**config.mk**
```make
export PLATFORM = sky130hd
export DESIGN_NAME = nibble_serial_adder_flat
export DESIGN_NICKNAME = d
export VERILOG_FILES = /design/src/rtl/nibble_serial_adder_if.sv /design/src/rtl/nibble_serial_adder.sv /design/src/flat_wrapper.sv
export SDC_FILE = /design/constraint.sdc
export NUM_CORES = 1
export LEC_CHECK = 0
export BUFFER_PORTS_ARGS = -buffer_cell sky130_fd_sc_hd__buf_2
export CORE_MARGIN = 3
export CORE_UTILIZATION = 30
export CTS_CLUSTER_DIAMETER = 200
export CTS_CLUSTER_SIZE = 25
export DETAILED_ROUTE_END_ITERATION = 12
export HOLD_SLACK_MARGIN = 0.12
export PLACE_DENSITY_LB_ADDON = 0.2
export SLEW_MARGIN = 20
export SYNTH_ARGS = -nofsm -noshare
export SYNTH_HDL_FRONTEND = slang
export SYNTH_SLANG_ARGS = --single-unit
```
**constraint.sdc**
```tcl
create_clock -name clk -period 4.05 [get_ports clk]
set_clock_uncertainty 0.2 [all_clocks]
set_input_delay 0.405 -clock clk [delete_from_list [all_inputs] [get_ports clk]]
set_output_delay 0.405 -clock clk [all_outputs]
set_load 0.05 [all_outputs]
```
**src/rtl/nibble_serial_adder_if.sv**
```systemverilog
// nibble_serial_adder_if: operand/result handshake bundle for nibble_serial_adder
// ports: in_valid/in_ready/A/B/Cin operand side, out_valid/out_ready/Sum/Cout result side
interface nibble_serial_adder_if #(parameter int WIDTH = 16);
  logic             in_valid;
  logic             in_ready;
  logic [WIDTH-1:0] A;
  logic [WIDTH-1:0] B;
  logic             Cin;
  logic             out_valid;
  logic             out_ready;
  logic [WIDTH-1:0] Sum;
  logic             Cout;
  modport master (output in_valid, A, B, Cin, out_ready, input in_ready, out_valid, Sum, Cout);
  modport slave  (input in_valid, A, B, Cin, out_ready, output in_ready, out_valid, Sum, Cout);
endinterface

```
**src/rtl/nibble_serial_adder.sv**
```systemverilog
// nibble_serial_adder: WIDTH-bit A+B+Cin computed one 4-bit nibble per clock, LSB first
// ports: clk, rst_n (async active-low), bus (slave side: operands in, Sum/Cout out, valid/ready both ways)
module nibble_serial_adder #(parameter int WIDTH = 16) (
  input logic clk,
  input logic rst_n,
  nibble_serial_adder_if.slave bus
);
  localparam int NIB = WIDTH / 4;
  localparam int IW = NIB > 1 ? $clog2(NIB) : 1;
  typedef enum logic [1:0] {IDLE, ADD, DONE} state_t;
  state_t state, state_nx;
  logic [WIDTH-1:0] a_q, b_q, sum_q;
  logic carry_q, cout_q, ov_q;
  logic [IW-1:0] idx_q;
  logic [4:0] nsum;
  logic last;
  assign nsum = {1'b0, a_q[idx_q*4 +: 4]} + {1'b0, b_q[idx_q*4 +: 4]} + 5'(carry_q);
  assign last = idx_q == IW'(NIB - 1);
  assign bus.in_ready = state == IDLE;
  assign bus.out_valid = ov_q;
  assign bus.Sum = sum_q;
  assign bus.Cout = cout_q;
  always_comb begin
    state_nx = state;
    if (state == IDLE && bus.in_valid) state_nx = ADD;
    if (state == ADD && last) state_nx = DONE;
    if (state == DONE && bus.out_ready) state_nx = IDLE;
  end
  always_ff @(posedge clk or negedge rst_n)
    if (!rst_n) state <= IDLE;
    else state <= state_nx;
  // idx wraps to 0 on the last nibble so the slice select never leaves the operand range
  always_ff @(posedge clk or negedge rst_n)
    if (!rst_n) begin
      a_q <= '0;
      b_q <= '0;
      sum_q <= '0;
      carry_q <= 1'b0;
      cout_q <= 1'b0;
      ov_q <= 1'b0;
      idx_q <= '0;
    end else begin
      if (state == IDLE && bus.in_valid) begin
        a_q <= bus.A;
        b_q <= bus.B;
        carry_q <= bus.Cin;
        idx_q <= '0;
      end
      if (state == ADD) begin
        sum_q[idx_q*4 +: 4] <= nsum[3:0];
        carry_q <= nsum[4];
        idx_q <= last ? '0 : idx_q + 1'b1;
        if (last) begin
          cout_q <= nsum[4];
          ov_q <= 1'b1;
        end
      end
      if (state == DONE && bus.out_ready) ov_q <= 1'b0;
    end
endmodule

```
**src/flat_wrapper.sv**
```systemverilog
// flat-port wrapper written by rule: the top's interface ports become plain ports
module nibble_serial_adder_flat 
#(parameter int WIDTH = 16)
  (clk, rst_n, bus_in_valid, bus_A, bus_B, bus_Cin, bus_out_ready, bus_in_ready, bus_out_valid, bus_Sum, bus_Cout);
  nibble_serial_adder_if #(.WIDTH(WIDTH)) bus_i ();
  input logic clk;
  input logic rst_n;
  input wire logic [$bits(bus_i.in_valid)-1:0] bus_in_valid;
  input wire logic [$bits(bus_i.A)-1:0] bus_A;
  input wire logic [$bits(bus_i.B)-1:0] bus_B;
  input wire logic [$bits(bus_i.Cin)-1:0] bus_Cin;
  input wire logic [$bits(bus_i.out_ready)-1:0] bus_out_ready;
  output wire logic [$bits(bus_i.in_ready)-1:0] bus_in_ready;
  output wire logic [$bits(bus_i.out_valid)-1:0] bus_out_valid;
  output wire logic [$bits(bus_i.Sum)-1:0] bus_Sum;
  output wire logic [$bits(bus_i.Cout)-1:0] bus_Cout;
  assign bus_i.in_valid = bus_in_valid;
  assign bus_i.A = bus_A;
  assign bus_i.B = bus_B;
  assign bus_i.Cin = bus_Cin;
  assign bus_i.out_ready = bus_out_ready;
  assign bus_in_ready = bus_i.in_ready;
  assign bus_out_valid = bus_i.out_valid;
  assign bus_Sum = bus_i.Sum;
  assign bus_Cout = bus_i.Cout;
  nibble_serial_adder #(.WIDTH(WIDTH)) u_core (.clk(clk), .rst_n(rst_n), .bus(bus_i));
endmodule
```
==> results of run 1 <==
worst max-delay path, stage by stage (launching register included):
cell     delay, ps
dfrtp_1        680
mux4_2         400
fa_1           440
fa_1           420
a21o_1         190
a21oi_1        210
a31oi_1        110
how the worst min path moves through the flow:
stage / start / to / slack [ps] / cells past startpoint
2_1_floorplan: rst_n / u_core.a_q[0]$_DFFE_PN0P_ / -90 / 0
3_3_place_gp: rst_n / u_core.bus.out_valid$_DFFE_PN0P_ / 270 / 1
3_5_place_dp: rst_n / u_core.state[1]$_DFFE_PN0P_ / 280 / 1
4_1_cts: bus_A[11] / u_core.a_q[11]$_DFFE_PN0P_ / 120 / 2
5_1_grt: bus_A[9] / u_core.a_q[9]$_DFFE_PN0P_ / 120 / 2
6_report: bus_A[0] / u_core.a_q[0]$_DFFE_PN0P_ / 130 / 2
metrics by stage:
step                total power, mW  area, µm²  setup slack [ps]  instances
floorplan                     2.177       2704              1264        171
global placement              2.573       3058              1314        330
detailed placement            2.595       3058              1230        330
CTS                           2.953       3352              1214        357
global route                  3.145       3405              1090        362
finish                        2.912       3405              1268        362
placed cells by master (no fill, tap or decap), types with 3 or more instances in the layout:
cell / synthesis / final
a21oi_1: 6 / 6
a22o_1: 12 / 12
a32o_1: 4 / 4
buf_2: 0 / 55
buf_4: 1 / 3
clkbuf_8: 0 / 7
dfrtp_1: 55 / 55
dlygate4sd3_1: 0 / 24
ha_1: 9 / 9
inv_1: 3 / 3
mux2_2: 5 / 5
mux2_4: 27 / 27
mux4_2: 8 / 8
nand2_1: 5 / 5
nand2_4: 3 / 3
nor2_1: 3 / 3
sequential cells by signal, summed over array words and instances, names as in the netlist:
name	cells
u_core.bus.Sum	16
u_core.bus.out_valid	1
u_core.bus.Cout	1
u_core.carry_q	1
u_core.state	2
u_core.idx_q	2
u_core.a_q	16
u_core.b_q	16
layer usage:
metal / vias up / wire (µm)
met4: 0 / 75
li1: 800 / -
met5: - / 0
met3: 7 / 269
met1: 867 / 2621
met2: 50 / 2751
layout make-up:
cell class	count	area, µm²
well taps	108	135.1
multi-input cells	106	1240
fillers	842	5316
inverters	3	11.26
flip-flops and latches	55	1376
clock buffers	7	96.34
clock inverters	1	7.507
repair buffers	82	538.0
cells in the mapped netlist (all sizes together):
master / number / area share
dfrtp: 55 / 0.51
mux2: 32 / 0.17
a22o: 12 / 0.039
ha: 9 / 0.042
nand2: 9 / 0.022
mux4: 8 / 0.067
a21oi: 6 / 0.011
buf: 6 / 0.030
a32o: 4 / 0.015
inv: 3 / 0.0042
nor2: 3 / 0.0042
fa: 2 / 0.015
nor4: 2 / 0.012
o21ai: 2 / 0.0037
o31ai: 2 / 0.0056
a211oi: 1 / 0.0028
a21o: 1 / 0.0028
a31oi: 1 / 0.0023
and3: 1 / 0.0042
and3b: 1 / 0.0032
and4bb: 1 / 0.0046
clkbuf: 1 / 0.0014
nand2b: 1 / 0.0051
nand3b: 1 / 0.0028
nor2b: 1 / 0.0023
nor3b: 1 / 0.0046
o211ai: 1 / 0.0028
o21bai: 1 / 0.0028
or3: 1 / 0.0023
or3b: 1 / 0.0032
xor2: 1 / 0.0032
logic make-up (layout without fill, tap and decap cells):
| group | Yosys count | in the layout | share of synthesized area |
|---|---|---|---|
| flip-flops | 55 | 55 | 0.5090 |
| AND/OR/NAND/NOR | 23 | 23 | 0.07080 |
| XOR/XNOR | 1 | 1 | 0.003240 |
| buffers and inverters | 10 | 93 | 0.03563 |
| adder cells (fa/ha/maj) | 11 | 11 | 0.05646 |
| multiplexers | 40 | 40 | 0.2374 |
| AO/OA/AOI/OAI | 31 | 31 | 0.08746 |
power groups by stage:
stage          registers [mW]  clock network [mW]  logic (mW)
2_1_floorplan            1.18                   0        1.00
3_3_place_gp             1.01                   0        1.56
3_5_place_dp             1.01                   0        1.59
4_1_cts                 0.997               0.349        1.61
5_1_grt                  1.03               0.377        1.74
6_report                0.992               0.338        1.58
==> summary.txt, run 1 <==
Status
  – Status: completed

Drt
  – Starting DRT DRC Count: 52
  – Routed WL: 5718 µm
  – DR DRC count: 0
  – Vias per cell: 4.762
  – WL/cell: 15.80 µm
  – Via Count: about 1700
  – Drt pass-1 iters: 4
  – Post-route ant nets: 0

Timing
  – # setup viols final: 0
  – Crit path time final: 2782 ps
  – Slew Viols, Final: 0
  – RSZ-0062 raised after global routing: no
  – Relative slew margins: 0.5543
  – Period utilisation layout: 0.6868
  – Fin Setup TNS: 0 ps
  – Hold Fails Final Rpt: 0
  – F_max: 359.5 MHz
  – Min Hold Slack: 129.5 ps
  – Worst slew pin tran: 668.6 ps

Global route
  – Gr busiest metal: met2
  – GR Util met2: 0.1899
  – Grt ovf: 0
  – Largest net degree at the start of global routing: 37
  – GRT met3 Usage: 0.02422
  – Initial antenna violation count: 0
  – Global Route Usage Sum: 0.1193
  – Vias in the first global route: around 1800
  – First-pass GRT wire length: 9508 µm
  – Routing usage on met1: 0.1636

Final layout
  – ANT cells: 0
  – Layout cells sized above 1: 0.4567
  – Synthesis-to-finish area growth: 25.91%
  – Final Util: 0.3904
  – # nets final: 301

Die
  – Die Area: 10190 µm²
  – I/O pin count: 56
  – Die Width: 100.9 µm
  – # rows: 34
  – Starting Density: 0.3100
  – Die Y: 100.9 µm
  – CORE AREA: 8721 µm²

Place
  – Hpwl dp: 4042 µm
  – GPL Wtd Cong: 0.7678
  – Port Buffers: 55

Power
  – PD cells: between 800 and 900 nW/µm²
  – Worst vdd ir: 0.3317 mV
  – Pleak: 1.634 nW
  – Clock power frac: 0.116
  – Sw Pwr: between 1 and 1.5 mW
  – Sw frac: 0.4305
  – Logic pwr share: 0.543
  – Sequential Power Share: 0.341
  – Internal power: 1.659 mW

Yosys
  – Syn avg cell area: 15.81 µm²
  – Register area share after synthesis: 0.5090
  – Synth Cell Area: 2704 µm²
  – Syn. warnings: 0
  – Syn_nets: 219
  – Post-Synthesis Cells: 171
  – Netlist cell types: 37
  – Synth Register Bits: 55

CTS
  – Worst skew pair latency: approximately 300 ps
  – Cts bufs inserted: 5
  – Clock tree buffer depth: 2
  – H-tree lvl count: 2
  – Cts-stage hold buffer count: 19
  – Post-CTS Setup Inserts: 0
  – Quantity of gates resized following cts: 0
  – Worst-path clk slew: about 100 ps
  – Clock root buffer: clkbuf_8
  – CTS sink cnt: 55
  – TritonCTS clock tree: built

Worst setup path
  – Worst r2r src: u_core.idx_q[1]$_DFFE_PN0P_
  – Worst Path Arrival: 2750 ps
  – CP startpoint: u_core.idx_q[1]$_DFFE_PN0P_
  – CP required: 4020 ps
  – Worst Path Max Fanout: 12
  – Critical Path End Type: flop
  – Worst reg-to-reg setup slack: 1270 ps
  – Setup crit end: u_core.bus.Cout$_DFFE_PN0P_
  – CP Class: reg2reg
  – Reg2reg end: u_core.bus.Cout$_DFFE_PN0P_
  – Type of origin of the critical path: flop
  – Worst r2r path cells: 6

Hold path
  – Worst Hold Class: in2reg

Flow run
  – Max cap viols: 0
No activity file was read; power rests on OpenSTA's default activity.
==> run 2: changes to the inputs <==
==> constraint.sdc (replaced) <==
create_clock -name clk -period 2.3 [get_ports clk]
set_clock_uncertainty 0.2 [all_clocks]
set_input_delay 0.23 -clock clk [delete_from_list [all_inputs] [get_ports clk]]
set_output_delay 0.23 -clock clk [all_outputs]
set_load 0.05 [all_outputs]
==> summary.txt, run 2 (synthesized netlist as in run 1, its figures left out) <==
Status
  – Status: finished, violations left
  – Failing checks: negative setup slack

Drt
  – Starting DRT DRC Count: 51 (-1.9%)
  – Vias per cell: 4.591 (-3.6%)
  – Routed WL: 6055 µm (+5.9%)
  – Uppermost layer routed: met4
  – Met2 WL: 2956 µm (+7.5%)
  – Met1 wire length: 2809 µm (+7.2%)
  – WL/cell: 15.69 µm (-0.69%)
  – Drt pass-1 iters: 4 (unchanged)
  – Via Count: 1772 (+2.8%)
  – DR DRC count: 0 (unchanged)
  – Post-route ant nets: 0 (unchanged)
  – Met3 wire len: 264 µm (-1.9%)

CTS
  – Cts bufs inserted: 5 (unchanged)
  – CTS sink cnt: 55 (unchanged)
  – Clock root buffer: clkbuf_8
  – Worst-path clk slew: 100 ps (about the same)
  – Worst skew pair latency: 300 ps (about the same)
  – Clock tree buffer depth: 2 (unchanged)
  – TritonCTS clock tree: built
  – Post-CTS Setup Inserts: 0 (unchanged)
  – H-tree lvl count: 2 (unchanged)

Timing
  – F_max: 397.7 MHz (+11%)
  – Slew Viols, Final: 0 (unchanged)
  – Hold Fails Final Rpt: 0 (unchanged)
  – # setup viols final: 14 (+14)
  – RSZ-0062 raised after global routing: yes
  – Crit path time final: 2514 ps (-267.4 ps)
  – Period utilisation layout: 1.093 (+0.4063)
  – Relative slew margins: 0.5298 (-0.02447)
  – Final worst-path setup slack: -214.3 ps (-1483 ps)
  – Worst slew pin tran: 705.3 ps (+36.70 ps)

Die
  – I/O pin count: 56 (unchanged)
  – # rows: 34 (unchanged)
  – Die Area: 10190 µm² (unchanged)
  – Starting Density: 0.3100 (unchanged)
  – Die Y: 100.9 µm (unchanged)
  – CORE AREA: 8721 µm² (unchanged)
  – Die Width: 100.9 µm (unchanged)

Global route
  – First-pass GRT wire length: 9998 µm (+5.2%)
  – Global Route Usage Sum: 0.1258 (+0.006487)
  – Largest net degree at the start of global routing: 56 (+51%)
  – Grt ovf: 0 (unchanged)
  – Vias in the first global route: 1915 (+4.5%)
  – Initial antenna violation count: 0 (unchanged)

Power
  – Logic pwr share: 0.579 (+0.036)
  – PD cells: 1544 nW/µm² (+80%)
  – Sequential Power Share: 0.309 (-0.032)
  – Clock power frac: 0.112 (-0.004)
  – Sw frac: 0.4139 (-0.01653)
  – Internal power: 3.318 mW (+100%)
  – Worst vdd ir: 0.6873 mV (+110%)
  – Pleak: 1.749 nW (+7.0%)
  – Overall Power: 5.661 mW (+94%)
  – Sw Pwr: 2.343 mW (+87%)

Final layout
  – Synthesis-to-finish area growth: 35.63%
  – Layout cells sized above 1: 0.4820 (+0.02532)
  – Commonest non-fill, non-tap cell in the layout: buf_2
  – Fin area: 3667 µm² (+7.7%)
  – Most frequent cells in the layout: buf_2 (55), dfrtp_1 (54), dlygate4sd3_1 (36)
  – # nets final: 325 (+8.0%)
  – ANT cells: 0 (unchanged)
  – Non-filler instance count after layout: 386 (+6.6%)

Worst setup path
  – Type of origin of the critical path: flop
  – Critical Path End Type: flop
  – CP Class: reg2reg
  – CP required: 2280 ps (-1740 ps)
  – Worst Path Max Fanout: 4 (-8)
  – Worst Path Arrival: 2490 ps (-260 ps)

Place
  – Placement Cell Area: 3178 µm² (+3.9%)
  – Post-Place Cells: 343 (+3.9%)
  – GPL Wtd Cong: 0.7729 (+0.66%)
  – Place WS: -216.4 ps (-1447 ps)
  – Hpwl dp: 4269 µm (+5.6%)
  – Port Buffers: 55 (unchanged)

Hold path
  – Worst Hold Class: reg2reg

Flow run
  – Max cap viols: 0 (unchanged)
## run 2: changes by cell type in the layout (fill, tap and decap cells not counted), sizes merged
cell,previous run,this run
clkinvlp,1,0
dlygate4sd3,24,36
bufinv,0,1
buf,58,70
## run 2: cell type report
cell class	count	area [µm²]
Multi-Input combinational cell	106	1276
Clock inverter	1	30.03
Tap cell	108	135.1
Fill cell	825	5054
Inverter	3	11.26
Clock buffer	7	76.32
Sequential cell	55	1378
Timing Repair Buffer	106	760.7
## run 2: worst paths after layout
kind / startpoint / end / slack [ps] / depth (start not counted)
max: u_core.idx_q[0]$_DFFE_PN0P_ / u_core.bus.Cout$_DFFE_PN0P_ / -210 / 6
min: u_core.bus.Sum[4]$_DFFE_PN0P_ / u_core.bus.Sum[4]$_DFFE_PN0P_ / 310 / 1
max reg2reg: u_core.idx_q[0]$_DFFE_PN0P_ / u_core.bus.Cout$_DFFE_PN0P_ / -210 / 6
min reg2reg: u_core.bus.Sum[4]$_DFFE_PN0P_ / u_core.bus.Sum[4]$_DFFE_PN0P_ / 310 / 1
max in group asynchronous: rst_n / u_core.idx_q[0]$_DFFE_PN0P_ / 1020 / 3
min in group asynchronous: rst_n / u_core.bus.out_valid$_DFFE_PN0P_ / 390 / 3
## run 2: metrics by stage
step,hold slack [ps],TNS (ps),utilization
2_1_floorplan,-265.6,-2813,-
3_3_place_gp,215.9,-1777,0.3644
3_5_place_dp,214.0,-2127,0.3644
4_1_cts,315.2,-2338,0.4178
5_1_grt,320.5,-2931,0.4205
6_report,308.9,-1837,0.4205
## run 2: power by group through the flow
stage               registers (mW)  clock network, mW  logic, mW
floorplan                     2.07                  0       1.83
global placement              1.78                  0       3.15
detailed placement            1.78                  0       3.18
CTS                           1.76              0.656       3.22
global route                  1.82              0.690       3.57
finish                        1.75              0.634       3.28
## run 2: worst max-delay path, stage by stage (launching register included)
cell     delay, ps
dfrtp_2        420
mux4_2         520
fa_2           400
fa_2           380
a21o_1         200
a21oi_2        170
a31oi_1        100
## run 2: what timing repair did
action	CTS	global route
endpoints found under the hold margin	91	0
setup endpoints to repair	14	15
pin swaps	1	2
gates resized for setup	2	4
hold buffers	36	0
## run 2: per-layer routing
layer	vias to the layer above	track usage
met5	-	0
li1	855	-
met3	2	0.02630
met1	873	0.1743
met2	42	0.2051
met4	0	0.02454
